File: config.mk
export PLATFORM = sky130hd
export DESIGN_NAME = roll_controller
export DESIGN_NICKNAME = d
export VERILOG_FILES = /design/src/rtl/roll_pkg.sv /design/src/rtl/btn_sync.sv /design/src/rtl/roll_controller.sv
export SDC_FILE = /design/constraint.sdc
export NUM_CORES = 1
export LEC_CHECK = 0
export CAP_MARGIN = 20
export CORE_MARGIN = 3
export CORE_UTILIZATION = 39
export CTS_BUF_LIST = sky130_fd_sc_hd__clkbuf_2
export DETAILED_ROUTE_END_ITERATION = 10
export DONT_BUFFER_PORTS = 1
export GPL_ROUTABILITY_DRIVEN = 0
export HOLD_SLACK_MARGIN = 0.1
export PLACE_DENSITY = 0.59
export SYNTH_ARGS = -nofsm -noshare
export SYNTH_HDL_FRONTEND = slang
export SYNTH_SLANG_ARGS = --single-unit
File: constraint.sdc
create_clock -name clk -period 3.5 [get_ports clk]
set_input_delay 0.35 -clock clk [delete_from_list [all_inputs] [get_ports clk]]
set_output_delay 0.35 -clock clk [all_outputs]
set_load 0.05 [all_outputs]
File: src/rtl/roll_pkg.sv
// roll_pkg: shared types and score arithmetic for the roll sequencer.
//   state_t  - sequencer states (IDLE, FILL, ROLL, SHOW, RELEASE)
//   player_t - whose turn it is (P1 = 0, P2 = 1)
//   SCORE_MAX, sat_add - saturating score accumulation
package roll_pkg;

    typedef enum logic [2:0] {
        IDLE,
        FILL,
        ROLL,
        SHOW,
        RELEASE
    } state_t;

    typedef enum logic {
        P1 = 1'b0,
        P2 = 1'b1
    } player_t;

    localparam int unsigned SCORE_MAX = 99;

    // 8-bit sum so a score near the limit cannot wrap before the clamp.
    function automatic logic [6:0] sat_add(input logic [6:0] score, input logic [2:0] pips);
        logic [7:0] sum;
        sum = {1'b0, score} + {5'b0, pips};
        return (sum > 8'(SCORE_MAX)) ? 7'(SCORE_MAX) : sum[6:0];
    endfunction

endpackage

File: src/rtl/btn_sync.sv
// btn_sync: two-flop synchronizer for one raw button input.
//   clk     - system clock
//   reset_n - asynchronous active-low reset, clears both flops
//   din     - raw asynchronous level
//   dout    - synchronized level, two clocks behind din
module btn_sync (
    input  logic clk,
    input  logic reset_n,
    input  logic din,
    output logic dout
);

    logic meta;

    always_ff @(posedge clk or negedge reset_n) begin
        if (!reset_n) begin
            meta <= 1'b0;
            dout <= 1'b0;
        end else begin
            meta <= din;
            dout <= meta;
        end
    end

endmodule

File: src/rtl/roll_controller.sv
// roll_controller: turn-based roll sequencer for the two-player dice game.
// The player whose turn it is holds a button to fill the LED bar; a full
// bar samples the free-running face counter as the die value, adds it to
// that player's score, shows the result and hands the turn over once the
// button is released.
//   clk                - system clock
//   reset_n            - asynchronous active-low reset
//   btn_p1, btn_p2     - raw active-high player buttons
//   led[N-1:0]         - bar display, led[0] lights first
//   bar_full           - high while led is all ones
//   die[2:0]           - last rolled value 1..FACES, 0 before first roll
//   die_valid          - one-cycle pulse in the first SHOW cycle
//   turn               - 0 = player 1, 1 = player 2
//   busy               - high whenever the sequencer is not idle
//   score_p1, score_p2 - accumulated scores, saturating at 99
module roll_controller
    import roll_pkg::*;
#(
    parameter int unsigned N        = 10,
    parameter int unsigned STEP_DIV = 5_000_000,
    parameter int unsigned SHOW_CYC = 50_000_000,
    parameter int unsigned FACES    = 6
) (
    input  logic         clk,
    input  logic         reset_n,
    input  logic         btn_p1,
    input  logic         btn_p2,
    output logic [N-1:0] led,
    output logic         bar_full,
    output logic [2:0]   die,
    output logic         die_valid,
    output logic         turn,
    output logic         busy,
    output logic [6:0]   score_p1,
    output logic [6:0]   score_p2
);

    localparam int unsigned STEP_W = (STEP_DIV > 1) ? $clog2(STEP_DIV) : 1;
    localparam int unsigned SHOW_W = (SHOW_CYC > 1) ? $clog2(SHOW_CYC) : 1;
    localparam logic [STEP_W-1:0] STEP_LAST = STEP_W'(STEP_DIV - 1);
    localparam logic [SHOW_W-1:0] SHOW_LAST = SHOW_W'(SHOW_CYC - 1);
    localparam logic [2:0]        FACE_LAST = 3'(FACES - 1);

    state_t            state;
    player_t           cur;
    logic              p1_s;
    logic              p2_s;
    logic              act;
    logic [STEP_W-1:0] step_cnt;
    logic [SHOW_W-1:0] show_cnt;
    logic [2:0]        face_cnt;
    logic [2:0]        pips;

    btn_sync u_sync_p1 (
        .clk     (clk),
        .reset_n (reset_n),
        .din     (btn_p1),
        .dout    (p1_s)
    );

    btn_sync u_sync_p2 (
        .clk     (clk),
        .reset_n (reset_n),
        .din     (btn_p2),
        .dout    (p2_s)
    );

    // Only the button of the player on turn is ever looked at.
    always_comb begin
        act  = (cur == P1) ? p1_s : p2_s;
        pips = face_cnt + 3'd1;
    end

    assign turn = cur;

    // Free-running face counter; the roll samples it, so its phase relative
    // to the button press is what makes the outcome unpredictable.
    always_ff @(posedge clk or negedge reset_n) begin
        if (!reset_n) begin
            face_cnt <= '0;
        end else if (face_cnt == FACE_LAST) begin
            face_cnt <= '0;
        end else begin
            face_cnt <= face_cnt + 3'd1;
        end
    end

    always_ff @(posedge clk or negedge reset_n) begin
        if (!reset_n) begin
            state     <= IDLE;
            cur       <= P1;
            led       <= '0;
            bar_full  <= 1'b0;
            die       <= '0;
            die_valid <= 1'b0;
            busy      <= 1'b0;
            score_p1  <= '0;
            score_p2  <= '0;
            step_cnt  <= '0;
            show_cnt  <= '0;
        end else begin
            die_valid <= 1'b0;
            unique case (state)
                IDLE: begin
                    if (act) begin
                        state    <= FILL;
                        busy     <= 1'b1;
                        step_cnt <= '0;
                        led      <= '0;
                    end
                end
                FILL: begin
                    if (!act) begin
                        // Released before the bar filled: abandon the roll.
                        state <= IDLE;
                        busy  <= 1'b0;
                        led   <= '0;
                    end else if (step_cnt == STEP_LAST) begin
                        step_cnt <= '0;
                        led      <= {led[N-2:0], 1'b1};
                        // The shift that lights the top LED completes the bar.
                        if (&led[N-2:0]) begin
                            state    <= ROLL;
                            bar_full <= 1'b1;
                        end
                    end else begin
                        step_cnt <= step_cnt + 1'b1;
                    end
                end
                ROLL: begin
                    die       <= pips;
                    die_valid <= 1'b1;
                    if (cur == P1) begin
                        score_p1 <= sat_add(score_p1, pips);
                    end else begin
                        score_p2 <= sat_add(score_p2, pips);
                    end
                    show_cnt <= '0;
                    state    <= SHOW;
                end
                SHOW: begin
                    if (show_cnt == SHOW_LAST) begin
                        state    <= RELEASE;
                        led      <= '0;
                        bar_full <= 1'b0;
                    end else begin
                        show_cnt <= show_cnt + 1'b1;
                    end
                end
                RELEASE: begin
                    if (!act) begin
                        state <= IDLE;
                        busy  <= 1'b0;
                        cur   <= (cur == P1) ? P2 : P1;
                    end
                end
                default: begin
                    state <= IDLE;
                    busy  <= 1'b0;
                    led   <= '0;
                end
            endcase
        end
    end

endmodule

* Yosys cells after proc, flatten, opt, wreduce, memory -nomap -nowiden *
Cells that the tools add are included.
Widths: inputs -> output; s select.

word-level totals
  register bits = 90
  latch bits = 0
  RAM bits = 0
  bits in read-only memories = 0
  bits of input ports = 4
  logic and storage cells = 93
  memories = 0

operators by class
  add/sub/neg operators = 5
  $mul = 0
  divide/modulo/power cells = 0
  magnitude comparators = 2
  equal/unequal tests = 17
  shifts and indexed selects = 0
  multiplexer cells = 32
  bitwise gates (word level) = 4
  reductions and logical operators = 17

operators by type and width
  cell                   count
  $mux 23                3
  $pmux 26 s2            1
  $pmux 23 s2            1
  $mux 10                4
  $pmux 10 s4            1
  $add 26x1->26 const B  1
  $eq 26x26->1 const B   1
  $mux 26                1
  $add 23x1->23 const B  1
  $eq 23x23->1 const B   1
  $mux 3                 7
  $add 7x3->8            2
  $gt 8x7->1 const B     2
  $ne 2x2->1 const B     8
  $pmux 3 s5             1
  $mux 7                 2
  $reduce_and 5->1       2
  $mux 1                 9
  $reduce_and 9->1       1
  $reduce_and 2->1       4
  $eq 3x2->1 const B     2
  $eq 3x3->1 const B     2
  $ne 3x3->1 const B     2
  $reduce_and 3->1       2
  other kinds (9)        16

* Logic depth before layout (Yosys ltp) *
  depth in word-level cells = 5
  gate-level depth with buffers = 11
  mapped depth without buffers = 10

* Modules after synthesis *
Synthesis repeated with hierarchy kept, for this count alone.

unflattened totals
  cells, all modules = 515
  area total of the unflattened synthesis = 4,907.2 µm²

by module, submodules not included
  module           instances  cells each  area an instance (µm²)  seq. area each (µm²)
  roll_controller  1          511         4,807.1                 2,152.1
  btn_sync         2          2           50.0                    50.0

* Worst setup path after synthesis *
OpenSTA, ideal clock, no wires.

  path type = register to register
  from = reg score_p2[0]
  to = reg score_p2[2]
  arrival = 2.692 ns
  required time = 3.378 ns
  path slack = 0.686 ns
  cell stages (with the launch flop) = 10
  period minus slack after synthesis = 2.814 ns
  path through = dfrtp_1 ha_1 inv_1 fa_1 nand2b_1 or4_1 o41ai_1 o21ai_0 o311a_1 a32o_1

on the way
  word-level cells in the longest chain between the ends = 3

RTL lines
  what                    RTL line                text
  from (decl)             roll_controller.sv:35   output logic [6:0] score_p2
  from (signal assigned)  roll_controller.sv:136  score_p2 <= sat_add(score_p2, pips);
  $add 7x3->8 (*)         roll_pkg.sv:25          sum = {1'b0, score} + {5'b0, pips};
  $gt 8x7->1              roll_pkg.sv:26          return (sum > 8'(SCORE_MAX)) ? 7'(SCORE_MAX) : sum[6:0];
  $mux 7 (*)              roll_pkg.sv:26

Mark *: on every way between the ends. The rest lies on a longest branch, timed or not.
A chain may end at the register's enable or synchronous reset.

* Worst setup path in the final report *
  from = reg face_cnt[0]
  to = reg score_p1[4]

on the way
  word-level cells in the longest chain between the ends = 4

RTL lines
  what                    RTL line                text
  from (decl)             roll_controller.sv:51   logic [2:0] face_cnt;
  from (signal assigned)  roll_controller.sv:84   face_cnt <= face_cnt + 3'd1;
  $add 3x1->3 (*)         roll_controller.sv:71   pips = face_cnt + 3'd1;
  named net pips[1]       roll_controller.sv:52   logic [2:0] pips;
  $add 7x3->8 (*)         roll_pkg.sv:25
  $gt 8x7->1              roll_pkg.sv:26
  $mux 7 (*)              roll_pkg.sv:26
  to (signal assigned)    roll_controller.sv:134  score_p1 <= sat_add(score_p1, pips);
  to (decl)               roll_controller.sv:34   output logic [6:0] score_p1,

Mark *: on every way through the listed nets, which the timed path passes. The rest lies on a longest branch.

==> run metrics <==
outcome finished, final reports clean; vias post-DR 3655; DIE AREA 0.0135 mm²; Bufs and invs on worst path 1; Setup violations, final 0; Mapped Avg Cell Area 9.47 µm²; CP Capture Type flop; fraction of registers with async set/reset 1.00; clk_skew 0.0318 ns; Buffers on Ports 0; TNS Setup 0 ns; Worst Path Max Fanout 6; layout cells sized above 1 0.0757; Die X 116 µm; YS warnings 0; Reg2Reg Setup Slack 0.47 ns; EDFF count, synth 0; Worst VDD drop 0.000192 V; Sw Ratio 0.429; latest clock arrival within the worst-skew pair 0.61 ns; slowest cell delay on critical path 0.50 ns; DRT iter0 DRCs 307; part of the power in registers 0.543; Num Clock Sinks 90; core area 0.0117 mm²; DR WL/cell 15.0 µm; root buffer selected by CTS clkbuf_2; Static Leakage 2.19 nW; register area share after synthesis 0.475; Power Total 2.75 mW; initial antenna violation count 1; GRT overflow 0; area growth from synthesis to layout 7.70%; Worst Max-Slew Pin Slew 0.700 ns; multi-input logic area 0.00236 mm²; Worst Hold Margin 0.268 ns; nets 526; worst min-delay path startpoint btn_p1; Power Density 538 mW/mm²; fin area 0.00511 mm²; CTS H-tree lvls 3; Post-DRT Antenna Nets 0; half-perimeter wire length after placement 6810 µm; Placed Area 0.00491 mm²; Sw Pwr 1.18 mW; global-route wire length before repair 17600 µm; Peak Freq 330 MHz; pin count of the biggest net entering global routing 91; Slew HR 0.533; top_reg_cell synth dfrtp_1; fin. max-slew vios 0; vias per cell 5.55; Reg-to-Reg End score_p1[4]$_DFFE_PN0P_; slowest stage cell, crit path o32ai_1; Num CTS Buffers 9; Crit path max-delay family compound AO/OA/AOI/OAI gates; WP data arrival 3.56 ns; P_int 1.57 mW; DRT Wirelength 9910 µm; post-cts sizing count 0; CP Cell Sequence ha_1, inv_1, fa_1, a21oi_1, o21a_1, a21oi_1, o32ai_1, o21ai_0, a21o_1; FF+latch count, synth 90; vias in the first global route 3613; Reg area 0.00225 mm²; Worst Setup Start Kind flop; all-layer global routing usage 0.162; hold depth 1; Post-route DRC 0; Synth Cell Area 0.00475 mm²; CTS Buffer Depth 2; first-pass iteration count of the detailed router 4; Initial Util 0.407; Mapped Cells 501; CTS clk-pin slew, worst paths 0.28 ns; combinational share of power 0.236; MaxCap Viol Count 0; Top cell by count, worst path a21oi_1; synth unique cells 57; # IOs 35; final-report hold violation count 0; TritonCTS clock tree built; Clock Power Share 0.221; Synth Net Count 517; CP Class reg -> reg; RR Startpoint face_cnt[0]$_DFF_PN0_; post-route insts no fill 659; die height 116 µm; RSZ-0062 raised after global routing false; Tmin final 3.03 ns; fin crit share 0.865; row cnt 39; Tightest Hold Check Type in -> reg; Worst Hold End u_sync_p1.meta$_DFF_PN0_; placed insts 638; Worst Reg2Reg Path Length in Cells 9; critical path data required time 4.03 ns; Fill cells 1150
[state kept, by name, summed over array words and instances, names as in the netlist, 3 cells and up]
register / flops
led: 10
step_cnt: 23
show_cnt: 26
state: 3
face_cnt: 3
die: 3
score_p2: 7
score_p1: 7
[power by group through the flow]
| stage | clock network (mW) | registers, mW | logic, mW |
|---|---|---|---|
| floorplan | 0 | 1.45 | 0.530 |
| CTS | 0.646 | 1.49 | 0.657 |
| global placement | 0 | 1.51 | 0.614 |
| finish | 0.608 | 1.49 | 0.649 |
| global route | 0.694 | 1.52 | 0.752 |
| detailed placement | 0 | 1.51 | 0.626 |
[layer usage]
metal	track usage	share of wire
met5	0	0
met4	0.0750	0.021
met3	0.0321	0.036
met2	0.244	0.45
met1	0.226	0.49
[final cells by class]
cell class                      instances  area share
Multi-Input combinational cell        381       0.462
Sequential cell                        90       0.441
Clock buffer                            9     0.00881
Timing Repair Buffer                   12      0.0230
Tap cell                              143      0.0350
Inverter                               16      0.0118
Antenna cell                            1    0.000490
Clock inverter                          7      0.0181
[how the worst max path moves through the flow]
stage,from,to,depth (start not counted)
2_1_floorplan,score_p2[0]$_DFFE_PN0P_,score_p2[2]$_DFFE_PN0P_,9
3_3_place_gp,face_cnt[0]$_DFF_PN0_,score_p1[4]$_DFFE_PN0P_,9
6_report,face_cnt[0]$_DFF_PN0_,score_p1[4]$_DFFE_PN0P_,9
5_1_grt,face_cnt[0]$_DFF_PN0_,score_p1[4]$_DFFE_PN0P_,9
4_1_cts,face_cnt[0]$_DFF_PN0_,score_p1[4]$_DFFE_PN0P_,9
3_5_place_dp,face_cnt[0]$_DFF_PN0_,score_p1[4]$_DFFE_PN0P_,9
[cell usage in the layout, fill, tap and decap left out, types with 9 or more instances in the layout]
cell / n
dfrtp_1: 90
nor2_1: 60
nand2_1: 56
nand3_1: 30
o21ai_0: 27
xor2_1: 19
a21oi_1: 19
xnor2_1: 17
inv_1: 16
a22o_1: 11
nand4_1: 10
ha_1: 10
nor3_1: 9
nand2b_1: 9
clkbuf_2: 9
[cell usage after synthesis, types with 3 or more instances]
library cell  count  share of area
xor2_1           19          0.035
clkbuf_1          8         0.0063
nand2b_1          9          0.012
nor4_1            8          0.011
xnor2_1          17          0.031
a21o_1            5         0.0079
a32o_1            3         0.0063
buf_1             3         0.0024
and2_1            5         0.0066
or2_2             4         0.0053
nand2_1          56          0.044
nand3_1          30          0.032
o31ai_1           5         0.0079
a31oi_1           5         0.0066
dfrtp_1          90           0.47
mux2i_1           6          0.013
nor2b_1           6         0.0079
nand4_1          10          0.013
nand3b_1          3         0.0047
inv_1            16          0.013
o41ai_1           4         0.0074
a22o_1           11          0.020
and3_1            7         0.0092
a21oi_1          19          0.020
nor3_1            9         0.0095
o21ai_0          27          0.028
ha_1             10          0.026
or3_1             6         0.0079
nor2_1           60          0.047
[repair_timing]
item	CTS	global route
hold buffers	4	0
buffers inserted	0	0
hold endpoints to repair	92	0
setup endpoints to repair	0	0
[cells by family (layout without fill, tap and decap cells)]
family                   count (synthesis)  count (layout)  share of synthesized area
AO/OA/AOI/OAI                           94              94                      0.131
XOR/XNOR                                36              36                     0.0664
adder cells (fa/ha/maj)                 13              13                     0.0369
buffers and inverters                   30              44                     0.0277
flip-flops                              90              90                      0.475
multiplexers                             6               6                     0.0127
other                                    0               1                          0
AND/OR/NAND/NOR                        232             232                      0.251
[through the flow]
| step | setup slack [ns] | util |
|---|---|---|
| after floorplan | 0.686 | - |
| final | 0.472 | 0.438 |
| after global routing | 0.224 | 0.438 |
| after CTS | 0.496 | 0.438 |
| after detailed placement | 0.512 | 0.421 |
| after global placement | 0.650 | 0.421 |
Note: power is estimated with default switching activity, not from simulation.
